File: src/rtl/ff_pkg.sv
// ff_pkg: mode encodings and per-channel next-state function for universal_ff_bank
package ff_pkg;
   localparam logic [1:0] MODE_JK = 2'b00;
   localparam logic [1:0] MODE_D  = 2'b01;
   localparam logic [1:0] MODE_T  = 2'b10;
   localparam logic [1:0] MODE_SR = 2'b11;
   // Bitwise over all channels; SR with S=R=1 holds (the error is flagged elsewhere)
   function automatic logic [31:0] ff_next(input logic [1:0] mode, input logic [31:0] q,
                                           input logic [31:0] j, input logic [31:0] k);
      return mode == MODE_JK ? (j & ~q) | (~k & q)
           : mode == MODE_D  ? j
           : mode == MODE_T  ? q ^ j
           : (j & ~k) | (q & (j | ~k));
   endfunction
endpackage

File: src/rtl/universal_ff_bank_tick_gen.sv
// tick_gen: prescaler counting 0..DIV-1, Tick high while the count sits at DIV-1
module tick_gen #(
   parameter int DIV = 25_000_000
) (
   input  logic Clk,
   input  logic nReset,
   output logic Tick
);
   localparam int CW = DIV > 1 ? $clog2(DIV) : 1;
   localparam logic [CW-1:0] LAST = CW'(DIV - 1);
   logic [CW-1:0] cnt_q, cnt_d;
   logic          tick_q;
   assign cnt_d = cnt_q == LAST ? '0 : cnt_q + CW'(1);
   // Tick is registered from the next count so the cycle after reset always shows Tick=0
   always_ff @(posedge Clk)
      if (!nReset) begin
         cnt_q  <= '0;
         tick_q <= 1'b0;
      end else begin
         cnt_q  <= cnt_d;
         tick_q <= cnt_d == LAST;
      end
   assign Tick = tick_q;
endmodule

File: src/rtl/universal_ff_bank.sv
// universal_ff_bank: WIDTH JK/D/T/SR flip-flops updated on a prescaled tick, with parallel load
module universal_ff_bank
   import ff_pkg::*;
#(
   parameter int WIDTH = 8,
   parameter int DIV   = 25_000_000
) (
   input  logic             Clk,
   input  logic             nReset,
   input  logic [WIDTH-1:0] J,
   input  logic [WIDTH-1:0] K,
   input  logic [1:0]       Mode,
   input  logic             Load,
   input  logic [WIDTH-1:0] LoadVal,
   input  logic             ErrClr,
   output logic [WIDTH-1:0] Q,
   output logic [WIDTH-1:0] Qbar,
   output logic             Tick,
   output logic [WIDTH-1:0] Err
);
   logic [WIDTH-1:0] q_q, q_d, err_q, err_d, sr_bad;
   logic             tick;
   tick_gen #(.DIV(DIV)) u_tick (.Clk(Clk), .nReset(nReset), .Tick(tick));
   assign sr_bad = tick && !Load && Mode == MODE_SR ? J & K : '0;
   assign q_d    = Load ? LoadVal
                 : tick ? WIDTH'(ff_next(Mode, 32'(q_q), 32'(J), 32'(K)))
                 : q_q;
   // A new S=R=1 event outranks a simultaneous clear
   assign err_d  = (ErrClr ? '0 : err_q) | sr_bad;
   always_ff @(posedge Clk)
      if (!nReset) begin
         q_q   <= '0;
         err_q <= '0;
      end else begin
         q_q   <= q_d;
         err_q <= err_d;
      end
   assign Q    = q_q;
   assign Qbar = ~q_q;
   assign Tick = tick;
   assign Err  = err_q;
endmodule

File: config.mk
export PLATFORM = sky130hd
export DESIGN_NAME = universal_ff_bank
export DESIGN_NICKNAME = d
export VERILOG_FILES = /design/src/rtl/ff_pkg.sv /design/src/rtl/universal_ff_bank_tick_gen.sv /design/src/rtl/universal_ff_bank.sv
export SDC_FILE = /design/constraint.sdc
export NUM_CORES = 1
export LEC_CHECK = 0
export CORE_MARGIN = 2
export CORE_UTILIZATION = 46
export DETAILED_ROUTE_END_ITERATION = 7
export PLACE_DENSITY = 0.85
export RECOVER_POWER = 25
export SYNTH_ARGS = -nofsm -noshare
export SYNTH_HDL_FRONTEND = slang
export SYNTH_HIERARCHICAL = 1
export SYNTH_SLANG_ARGS = --single-unit
File: constraint.sdc
create_clock -name Clk -period 2.6 [get_ports Clk]
set_input_delay 0.52 -clock Clk [delete_from_list [all_inputs] [get_ports Clk]]
set_output_delay 0.52 -clock Clk [all_outputs]
set_load 0.05 [all_outputs]
Word-level counts from Yosys, hierarchy flattened
Index checks and enable logic that the tools add are counted.
Widths: inputs -> output; s select.
{"block": "op_classes", "add_sub_neg": 1, "n_eq_ne": 5, "mux": 8, "bitwise": 13, "reduce_logical": 5}
{"operator": "$mux 8", "n": 7}
{"operator": "$eq 25x25->1 const B", "n": 2}
{"operator": "$and 8x8->8", "n": 5}
{"operator": "$or 8x8->8", "n": 4}
{"operator": "$add 25x1->25 const B", "n": 1}
{"operator": "$mux 25", "n": 1}
{"operator": "$not 8->8", "n": 3}
{"operator": "$xor 8x8->8", "n": 1}
{"operator": "$eq 2x2->1 const B", "n": 2}
{"operator": "$eq 2x1->1 const B", "n": 1}
{"operator": "$logic_and 1x1->1", "n": 2}
{"operator": "$logic_not 2->1", "n": 1}
{"operator": "$reduce_bool 2->1", "n": 1}
{"operator": "$logic_not 1->1", "n": 1}
{"block": "word_totals", "reg_bits": 42, "in_bits": 30, "out_inout_bits": 25, "wordCells": 36}

Logic depth before layout (Yosys ltp)
{"block": "logic_depth", "word_depth": 9, "mapped_depth": 8, "ltp_nobuf": 7}

Modules after synthesis
Netlist, hierarchy kept.
{"module": "tick_gen", "instances": 1, "cells_per_inst": 164, "area_each_um2": 1345.0, "seq_area_each_um2": 520.5}
{"module": "universal_ff_bank", "instances": 1, "cells_per_inst": 132, "area_each_um2": 1143.6, "seq_area_each_um2": 320.3}

Least setup slack after synthesis
Ideal clock, no wire load.
{"block": "synth_timing", "kind": "register to register", "startpoint": "register u_tick.cnt_q[0]", "endpoint": "register u_tick.tick_q, in the netlist u_tick/Tick", "setup_time_ps": 61, "t_arrival_ps": 2441, "setup_slack_ps": 98, "path_stages_with_launch": 9, "n_path_buf": 1, "period_less_slack_ps": 2502, "cell_sequence": "dfxtp_1 ha_1 nand4_1 or4_1 buf_2 or4_4 xor2_1 nand4bb_1 and4bb_1"}
{"block": "synth_via", "elab_chain_len": 3, "elab_cells_between_ends": 4, "cone_classes": "add/sub: 1; eq/ne: 2; mux: 1"}
{"item": "from (decl)", "line_no": "universal_ff_bank_tick_gen.sv:11", "text": "logic [CW-1:0] cnt_q, cnt_d;"}
{"item": "from (signal assigned)", "line_no": "universal_ff_bank_tick_gen.sv:20", "text": "cnt_q <= cnt_d;"}
{"item": "$add 25x1->25 or $eq 25x25->1 (tied branches)", "line_no": "universal_ff_bank_tick_gen.sv:13", "text": "assign cnt_d = cnt_q == LAST ? '0 : cnt_q + CW'(1);"}
{"item": "$mux 25 *", "line_no": "universal_ff_bank_tick_gen.sv:13"}
{"item": "$eq 25x25->1 *", "line_no": "universal_ff_bank_tick_gen.sv:21", "text": "tick_q <= cnt_d == LAST;"}
{"item": "to (signal assigned)", "line_no": "universal_ff_bank_tick_gen.sv:18", "text": "tick_q <= 1'b0;"}
{"item": "to (signal assigned)", "line_no": "universal_ff_bank_tick_gen.sv:21"}
{"item": "to (decl)", "line_no": "universal_ff_bank_tick_gen.sv:12", "text": "logic tick_q;"}
Every way passes the cells marked *; elsewhere a longest branch is shown, timed or not.
A chain may end at the register's enable or synchronous reset.

Worst setup path after layout
Ends and elaborated chain as after synthesis.

==> results.md <==
- Power density over cell area: 423 mW/mm^2
- Critical Path Start Type: register
- FFs w/ async S/R, synth: 0%
- Tot GR Track Use: 20.5%
- Post-Syn Instances: 296
- WS Path Type: register to register
- Vias in the first global route: 2181
- Initial antenna violation count: 0
- DR DRC count: 0
- Arr. time, crit path: 2.70 ns
- Pre-Repair DR Iteration Count: 4
- Fin crit share: 94.6%
- Most common cell after layout, fill and taps aside: clkdlybuf4s50_1
- Worst-path clk slew: 0.08 ns
- Vias per cell: 5.65
- Global Route met2 Usage: 35.9%
- Setup TNS after final layout: 0 ns
- Drt wl/cell: 14.4 um
- VDD IR-drop max: 0.000244 V
- Drt total wl: 6060 um
- I/O Buffers: 54
- GP Congestion: 0.917
- Slew at the pin closest to its max-slew limit: 0.551 ns
- Sw power: 363 uW
- Final setup fails: 0
- Worst skew pair latency: 0.29 ns
- Nets: 380
- Via count: 2375
- Remaining global-route overflow: 0
- Mapped Area: 0.00249 sq mm
- Unrepaired setup endpoints after global routing: no
- Average size of a mapped cell: 8.41 sq um
- Primary FF master, synth: dfxtp_1
- Synth cell types: 50
- Core Region: 0.00517 sq mm
- # diodes: 0
- Ports: 55
- H-tree Lvls: 2
- First-pass GRT wire length: 10200 um
- Total clock sinks: 42
- FILL cells: 439
- Max Clk Rate: 0.407 GHz
- Switching share of total power: 27.1%
- Crit path from: u_tick/cnt_q[0]$_SDFF_PN0_
- Most Used Layer, Global Route: met2
- Postcts setup bufs: 0
- Starting density of the core: 48.1%
- Sequential share of the synthesized area: 33.8%
- P_leak: 0.00109 uW
- Max Fanout on Critical Path: 4
- Number of synthesized register bits: 42
- Syn_nets: 327
- Fin. max-slew vios: 0
- Met1 GRT Util: 25.7%
- Final hold violation count: 0
- HPWL after DPL: 4430 um
- Final critical-path required period: 2.46 ns
- PostCTS Resize Cnt: 0
- Reg2Reg Launch Point: u_tick/cnt_q[0]$_SDFF_PN0_
- Pint: 978 uW
- Worst hold path class: register to register
- Clock network power share: 32.3%
- Status: complete, no violations
- DRT iter0 DRCs: 103
- Root Buffer: clkbuf_8
- R2R setup slack: 0.14 ns
- Clock skew: 0.0132 ns
- Die ar.: 0.00601 sq mm
- Comb power frac: 18.0%
- Max-slew headroom: 62.9%
- DIE WIDTH: 77.6 um
- Layout cell share with drive strength beyond 1: 7.43%
- Largest net degree at the start of global routing: 17
- CTS Buffer Depth: 2
- Area grow syn2layout: 27.4%
- Part of the power in registers: 49.7%
- Met3 Resource Use GR: 3.95%
- Reg2Reg Depth: 7
- Min-delay src: u_tick/cnt_q[0]$_SDFF_PN0_
- Row count: 26
- Number of synthesized flops with an enable pin: 0
- CTS Buf Count: 5
- Die Height: 77.6 um
- Worst endpoint required time: 2.84 ns
- CP Capture Type: register
- CP endpoint: u_tick/Tick$_SDFF_PN0_
- YS warnings: 6
- Hold bufs inserted after CTS: 0
- Fin util: 61.3%
- ANT nets after route: 0
- Most frequent cells in the layout: 53 x clkdlybuf4s50_1, 42 x dfxtp_1, 27 x nor2_1, 20 x nand2_1, 17 x nor2b_1
- Worst r2r dst: u_tick/Tick$_SDFF_PN0_
- Total of max-cap violations: 0
- CTS tree: done
## Yosys cell counts (2+ instances only)
library cell  instances  share of area [%]
dfxtp_1              42                 34
nor2_1               27                4.1
nand2_1              20                3.0
nor2b_1              17                4.3
a32oi_1              16                5.6
nand3_1              16                3.2
inv_1                13                2.0
xor2_1               12                4.2
xnor2_1              11                3.9
nand2b_1              8                2.0
a21oi_1               7                1.4
clkbuf_1              7                1.1
nand4_1               7                1.8
mux2i_1               6                2.4
nand4b_1              6                2.1
nor3_1                6                1.2
o32ai_1               6                2.1
a21o_1                5                1.5
a31oi_1               5                1.3
buf_4                 5                1.5
nor4_1                5                1.3
and2_1                4                1.0
and4_1                4                1.4
buf_2                 4               0.80
buf_6                 3                1.4
mux2_2                3                1.4
nand3b_1              3               0.90
o21ai_1               3               0.60
and4b_1               2               0.80
o21ai_0               2               0.40
o221ai_1              2               0.70
## worst max-delay path, cell delays in order, from the launching register on
cell       delay, ns
dfxtp_1         0.38
ha_1            0.19
nand4_1         0.16
or4_1           0.56
or4_4           0.55
xor2_1          0.16
nand4bb_1       0.17
and4bb_1        0.25
## stage by stage
stage	total power, uW	hold slack (ns)	area (sq um)	worst slack, ns	std cells
finish	1340	0.470	3170	0.140	420
global route	1390	0.510	3170	0.0188	420
CTS	1360	0.477	3170	0.139	420
detailed placement	921	0.463	3080	0.165	412
global placement	916	0.440	3080	0.222	412
floorplan	821	0.425	2490	0.0976	296
## worst min path at each step
stage                                       to  slack [ns]  cells past startpoint
global route        u_tick/cnt_q[0]$_SDFF_PN0_        0.51                      1
global placement    u_tick/cnt_q[0]$_SDFF_PN0_        0.44                      1
floorplan           u_tick/cnt_q[0]$_SDFF_PN0_        0.43                      1
CTS                 u_tick/cnt_q[0]$_SDFF_PN0_        0.48                      1
detailed placement  u_tick/cnt_q[0]$_SDFF_PN0_        0.46                      1
finish              u_tick/cnt_q[0]$_SDFF_PN0_        0.47                      1
## per-layer routing
layer,up-vias,wire (um)
met5,-,0
met2,88,2890
met3,8,350
met1,1103,2740
met4,0,85
li1,1176,-
## power by group through the flow
stage	clock network, uW	registers, uW	logic (uW)
after floorplan	0	705	116
after global placement	0	680	236
after detailed placement	0	681	240
after CTS	451	666	242
after global routing	466	668	257
final	434	666	241
## logic make-up (layout without fill, tap and decap cells)
family	Yosys count	count (layout)	share of synthesized area, %
buf+inv	34	88	7.44
flops	42	42	33.8
mux	9	9	3.77
simple gates	135	135	30.6
compound gates	52	52	15.8
xor+xnor	23	23	8.09
fa+ha+maj	1	1	0.503
## sequential cells by signal (all words and copies together), names as in the netlist
| register | count |
|---|---|
| Err | 8 |
| Q | 8 |
| u_tick/Tick | 1 |
| u_tick/cnt_q | 25 |
## cell type report
cell class | instances | area (sq um) | share of cell area [%]
Clock buffer | 7 | 86.3 | 2.72
Clock inverter | 1 | 5.00 | 0.158
Inverter | 14 | 52.6 | 1.66
Multi-Input combinational cell | 220 | 1470 | 46.4
Sequential cell | 42 | 841 | 26.5
Tap cell | 70 | 87.6 | 2.76
Timing Repair Buffer | 66 | 627 | 19.8
Note: power is estimated with default switching activity, not from simulation.
